==> src/rtl/if_fetch.sv <==
// Instruction fetch stage: owns the PC, keeps at most one request in flight on the
// instruction bus and buffers returned words in a small FIFO for the if_id register.
module if_fetch #(
    parameter logic [31:0] RESET_ADDR = 32'h0000_0000,
    parameter int unsigned FIFO_DEPTH = 2
) (
    input  logic        clk,
    input  logic        rst,
    input  logic        jump_flag_i,
    input  logic [31:0] jump_addr_i,
    input  logic        hold_flag_i,
    output logic        ibus_req_o,
    output logic [31:0] ibus_addr_o,
    input  logic        ibus_ack_i,
    input  logic        ibus_rvalid_i,
    input  logic [31:0] ibus_rdata_i,
    output logic        inst_valid_o,
    output logic [31:0] inst_o,
    output logic [31:0] inst_addr_o
);

    localparam int unsigned AW = (FIFO_DEPTH > 1) ? $clog2(FIFO_DEPTH) : 1;
    localparam int unsigned CW = $clog2(FIFO_DEPTH + 1);
    localparam logic [CW:0] DEPTH_LVL = FIFO_DEPTH[CW:0];
    localparam logic [31:0] NOP = 32'h0000_0013;

    logic [31:0]   r_pc;
    logic          r_outstanding;
    logic [31:0]   r_out_addr;
    logic          r_discard;
    logic [CW-1:0] r_count;
    logic [AW-1:0] r_rd_ptr;
    logic [AW-1:0] r_wr_ptr;
    logic [31:0]   r_fifo_addr [FIFO_DEPTH];
    logic [31:0]   r_fifo_inst [FIFO_DEPTH];

    logic [31:0]   w_pc_next;
    logic          w_outstanding_next;
    logic [31:0]   w_out_addr_next;
    logic          w_discard_next;
    logic [CW-1:0] w_count_next;
    logic [AW-1:0] w_rd_ptr_next;
    logic [AW-1:0] w_wr_ptr_next;

    logic          w_valid;
    logic          w_pop;
    logic          w_push;
    logic          w_resp;
    logic          w_accept;
    logic [CW:0]   w_level;

    assign w_valid  = (r_count != '0) & ~jump_flag_i & ~rst;
    assign w_pop    = w_valid & ~hold_flag_i & ~jump_flag_i;
    assign w_resp   = ibus_rvalid_i & r_outstanding;
    assign w_push   = w_resp & ~r_discard & ~jump_flag_i;
    // Occupancy after this edge; a new request needs a free slot for its response.
    assign w_level  = {1'b0, r_count} + {{CW{1'b0}}, w_push} - {{CW{1'b0}}, w_pop};

    assign ibus_req_o  = ~rst & ~jump_flag_i & (~r_outstanding | ibus_rvalid_i) &
                         (w_level < DEPTH_LVL);
    assign ibus_addr_o = r_pc;
    assign w_accept    = ibus_req_o & ibus_ack_i;

    assign inst_valid_o = w_valid;
    assign inst_o       = w_valid ? r_fifo_inst[r_rd_ptr] : NOP;
    assign inst_addr_o  = w_valid ? r_fifo_addr[r_rd_ptr] : 32'h0000_0000;

    always_comb begin
        w_pc_next          = r_pc;
        w_outstanding_next = r_outstanding;
        w_out_addr_next    = r_out_addr;
        w_discard_next     = r_discard;
        w_count_next       = r_count;
        w_rd_ptr_next      = r_rd_ptr;
        w_wr_ptr_next      = r_wr_ptr;
        if (jump_flag_i) begin
            w_pc_next     = {jump_addr_i[31:2], 2'b00};
            w_count_next  = '0;
            w_rd_ptr_next = '0;
            w_wr_ptr_next = '0;
            // A response still in flight belongs to the old path and must be dropped.
            if (r_outstanding && !ibus_rvalid_i) begin
                w_discard_next = 1'b1;
            end else begin
                w_outstanding_next = 1'b0;
                w_discard_next     = 1'b0;
            end
        end else begin
            if (w_accept) begin
                w_pc_next          = r_pc + 32'd4;
                w_outstanding_next = 1'b1;
                w_out_addr_next    = r_pc;
            end else if (w_resp) begin
                w_outstanding_next = 1'b0;
            end
            if (w_resp && r_discard) begin
                w_discard_next = 1'b0;
            end
            if (w_push) begin
                w_wr_ptr_next = r_wr_ptr + AW'(1);
            end
            if (w_pop) begin
                w_rd_ptr_next = r_rd_ptr + AW'(1);
            end
            if (w_push && !w_pop) begin
                w_count_next = r_count + CW'(1);
            end else if (!w_push && w_pop) begin
                w_count_next = r_count - CW'(1);
            end
        end
    end

    always_ff @(posedge clk) begin
        if (rst) begin
            r_pc          <= RESET_ADDR;
            r_outstanding <= 1'b0;
            r_out_addr    <= 32'h0000_0000;
            r_discard     <= 1'b0;
            r_count       <= '0;
            r_rd_ptr      <= '0;
            r_wr_ptr      <= '0;
        end else begin
            r_pc          <= w_pc_next;
            r_outstanding <= w_outstanding_next;
            r_out_addr    <= w_out_addr_next;
            r_discard     <= w_discard_next;
            r_count       <= w_count_next;
            r_rd_ptr      <= w_rd_ptr_next;
            r_wr_ptr      <= w_wr_ptr_next;
        end
    end

    always_ff @(posedge clk) begin
        if (w_push) begin
            r_fifo_addr[r_wr_ptr] <= r_out_addr;
            r_fifo_inst[r_wr_ptr] <= ibus_rdata_i;
        end
    end

    // Read data with nothing in flight is a bus protocol violation.
    a_rvalid_needs_outstanding: assert property (
        @(posedge clk) disable iff (rst) ibus_rvalid_i |-> r_outstanding
    );

endmodule

==> config.mk <==
export PLATFORM = sky130hd
export DESIGN_NAME = if_fetch
export DESIGN_NICKNAME = d
export VERILOG_FILES = /design/src/rtl/if_fetch.sv
export SDC_FILE = /design/constraint.sdc
export NUM_CORES = 1
export LEC_CHECK = 0
export BUFFER_PORTS_ARGS = -buffer_cell sky130_fd_sc_hd__buf_2
export CORE_MARGIN = 2
export CORE_UTILIZATION = 54
export DETAILED_ROUTE_END_ITERATION = 6
export GPL_TIMING_DRIVEN = 0
export PLACE_DENSITY_LB_ADDON = 0.25
export SYNTH_ARGS = -nofsm -noshare
export SYNTH_HDL_FRONTEND = slang
export SYNTH_SLANG_ARGS = --single-unit
==> constraint.sdc <==
create_clock -name clk -period 5 [get_ports clk]
set_input_delay 0.5 -clock clk [delete_from_list [all_inputs] [get_ports clk]]
set_output_delay 0.5 -clock clk [all_outputs]
set_load 0.01 [all_outputs]
==> results.sh <==
export IMPL_hold_path_class="input pin to flip-flop"
export IMPL_cellLeakagePower_uw=0.003498
export IMPL_layout_worst_path_cycle_share=0.8615
export IMPL_die_height_um=124.4
export IMPL_dp_cells=1017
export IMPL_vias=5914
export IMPL_ys_types=48
export IMPL_clk_latency_ns=0.43
export IMPL_post_cts_buffers=0
export IMPL_ys_flop_type="edfxtp_1"
export IMPL_final_cells=1049
export IMPL_worst_pin_slew_ns=0.9048
export IMPL_drc=0
export IMPL_path_buf_inv=5
export IMPL_viasPerCell=5.638
export IMPL_yosys_top_cells_count="edfxtp_1, nand2_1, nor2_1, dfxtp_1, mux2i_1"
export IMPL_synth_top_area_frac=0.4757
export IMPL_fill_cells=1102
export IMPL_crit_arrival_ns=4.65
export IMPL_grt_pass1_vias=5639
export IMPL_vdd_ir_drop_max_uv=241.8
export IMPL_num_antenna_cells=0
export IMPL_drt_iter0_markers=581
export IMPL_drive_above_1_share=0.2336
export IMPL_nNetsFinal=930
export IMPL_grt_pass1_wl_mm=28.86
export IMPL_synth_edff_count=124
export IMPL_reg2reg_to="r_out_addr[24]$_SDFFE_PP0P_"
export IMPL_p_total_uw=3265
export IMPL_start_util=0.5574
export IMPL_synthesis_area_um2=7828
export IMPL_fin_hold_ws_ns=0.2638
export IMPL_syn_area_per_cell_um2=11.65
export IMPL_clock_sinks=191
export IMPL_worst_path_max_fanout=10
export IMPL_synthToLayoutAreaGrowth_pct=21.69
export IMPL_ys_seq_area_frac=0.6471
export IMPL_crit_type="input pin to flip-flop"
export IMPL_rr_worst_depth=12
export IMPL_top_level_ports=168
export IMPL_synthArstFlopShare=0
export IMPL_yosys_area_top_type="edfxtp_1"
export IMPL_top_layer_used="met4"
export IMPL_core_um2=14040
export IMPL_grt_max_degree=63
export IMPL_clkPwrFrac=0.422
export IMPL_grt_util_all_layers=0.2349
export IMPL_clock_skew_final_ns=0.007809
export IMPL_antenna_found_initial=0
export IMPL_wl_met1_mm=7.661
export IMPL_r2r_setup_slack_ns=0.86
export IMPL_min_from="ibus_rdata_i[27]"
export IMPL_fp_row_count=43
export IMPL_crit_chain="buf_2 > clkbuf_1 > nor2_1 > o21ai_1 > nor2_1 > inv_1 > ha_1 > nand2b_1 > fa_1 > xnor2_1 > nand4_1 > clkbuf_1 > clkbuf_1 > nand2_1 > a21oi_1"
export IMPL_clock_fmax_mhz=232.1
export IMPL_dieArea_um2=15470
export IMPL_setup_tns_ns=0
export IMPL_die_w_um=124.4
export IMPL_cts_buffers=17
export IMPL_ant_nets=0
export IMPL_htreeDepth=4
export IMPL_hold_viol=0
export IMPL_grt_overflow=0
export IMPL_ctsHoldBuffers=0
export IMPL_slowest_stage="clkbuf_1"
export IMPL_wire_per_inst_um=17.44
export IMPL_cts_resized=0
export IMPL_cts_buffer_depth=2
export IMPL_wl_met2_mm=8.995
export IMPL_yosysWarningCount=0
export IMPL_slowest_delay_ns=0.53
export IMPL_p_per_area_nw_per_um2=342.7
export IMPL_reg2reg_from="r_count[1]$_SDFFE_PP0N_"
export IMPL_dp_hpwl_mm=12.54
export IMPL_seqPwrFrac=0.529
export IMPL_switchingPower_uw=702.8
export IMPL_multi_input_area_um2=2545
export IMPL_drv_slew=0
export IMPL_gp_congestion=0.9094
export IMPL_cp_required_ns=5.35
export IMPL_status="finished clean"
export IMPL_clk_pin_slew_ns=0.07
export IMPL_cpMostUsedCell="clkbuf_1"
export IMPL_netlist_top_cells_area="edfxtp_1, dfxtp_1, mux2i_1"
export IMPL_period_minus_slack_ns=4.308
export IMPL_setup_viol=0
export IMPL_syn_inst=672
export IMPL_seq_area_um2=5065
export IMPL_dr_pass1_iters=5
export IMPL_ys_ff_latch=191
export IMPL_postLayoutCoreUtil=0.6783
export IMPL_sw_frac_of_total=0.2153
export IMPL_crit_family="buffers and inverters"
export IMPL_portBuffers=160
export IMPL_cts_tree="yes"
export IMPL_internal_power_uw=2562
export IMPL_hold_depth=1
export IMPL_drt_wl_total_mm=18.30
export IMPL_min_to="r_fifo_inst[0][27]$_DFFE_PP_"
export IMPL_root_buffer="clkbuf_16"
export IMPL_worst_setup_path_end_kind="flip-flop"
export IMPL_combPwrFrac=0.049
export IMPL_critPathLaunchType="input pin"
export IMPL_maxSlewHeadroom=0.3912
export IMPL_rsz0062_at_grt="false"
export IMPL_drv_cap=0
export IMPL_synth_most_common_cell="edfxtp_1"
export IMPL_met3_length_mm=1.399
[power by group through the flow]
stage	sequential (uW)	clock, uW	combinational (uW)
after floorplan	1760	0	75.5
after global placement	1760	0	149
after detailed placement	1760	0	157
after CTS	1720	1390	158
after global routing	1730	1460	173
final	1730	1380	160
[stage by stage]
step	instance area (um^2)	worst slack, ns
final	9525	0.6923
after global routing	9525	0.4098
after CTS	9525	0.7009
after detailed placement	8922	0.2850
after global placement	8865	-0.5910
after floorplan	7839	0.8647
[layer usage]
| metal | global-route usage | vias to the layer above |
|---|---|---|
| li1 | - | 2791 |
| met1 | 0.3038 | 2827 |
| met2 | 0.3934 | 273 |
| met3 | 0.04983 | 23 |
| met4 | 0.08328 | 0 |
| met5 | 0 | - |
[cells in the final DEF (no fill, tap or decap), types with 11 or more instances in the layout]
cell	synthesis	routed
nor2_1	76	75
nand3_1	15	15
nand2_1	81	81
buf_2	0	160
dfxtp_1	67	67
xnor2_1	12	12
o22ai_1	11	11
mux2i_1	63	63
inv_1	16	16
edfxtp_1	124	124
a21oi_1	56	56
clkbuf_1	34	35
clkbuf_16	0	17
[worst max path at each step]
| stage | startpoint | to | slack (ns) | depth (start not counted) |
|---|---|---|---|---|
| 2_1_floorplan | jump_flag_i | r_fifo_addr[0][10]$_DFFE_PP_ | 0.86 | 3 |
| 3_3_place_gp | jump_flag_i | r_fifo_addr[0][5]$_DFFE_PP_ | -0.59 | 3 |
| 3_5_place_dp | rst | r_out_addr[30]$_SDFFE_PP0P_ | 0.29 | 15 |
| 4_1_cts | rst | r_out_addr[24]$_SDFFE_PP0P_ | 0.70 | 15 |
| 5_1_grt | rst | r_out_addr[26]$_SDFFE_PP0P_ | 0.41 | 15 |
| 6_report | rst | r_out_addr[24]$_SDFFE_PP0P_ | 0.69 | 15 |
[layout make-up]
cell class	count	area share
Multi-Input combinational cell	425	0.2672
Buffer	43	0.01878
Tap cell	180	0.02364
Clock buffer	19	0.04650
Timing Repair Buffer	162	0.08906
Sequential cell	191	0.5317
Inverter	16	0.006305
Clock inverter	13	0.01681
[flip-flops by register name, indices dropped and copies added, names as in the netlist, named ones only]
| signal | cells |
|---|---|
| ibus_addr_o | 30 |
| r_count | 2 |
| r_discard | 1 |
| r_fifo_addr | 60 |
| r_fifo_inst | 64 |
| r_out_addr | 30 |
| r_outstanding | 1 |
| r_rd_ptr | 1 |
| r_wr_ptr | 1 |
[cells by family (layout without fill, tap and decap cells)]
| family | after synthesis | after routing | synth area share |
|---|---|---|---|
| other | 1 | 4 | 0.0004791 |
| AOI/OAI and AO/OA | 104 | 104 | 0.07705 |
| DFF | 191 | 191 | 0.6471 |
| muxes | 63 | 63 | 0.08056 |
| buffers and inverters | 59 | 253 | 0.03053 |
| xor gates and xnor gates | 17 | 17 | 0.01902 |
| adders and majority gates | 4 | 4 | 0.007354 |
| and+or+nand+nor | 233 | 233 | 0.1379 |
No activity file was read; power rests on OpenSTA's default activity.
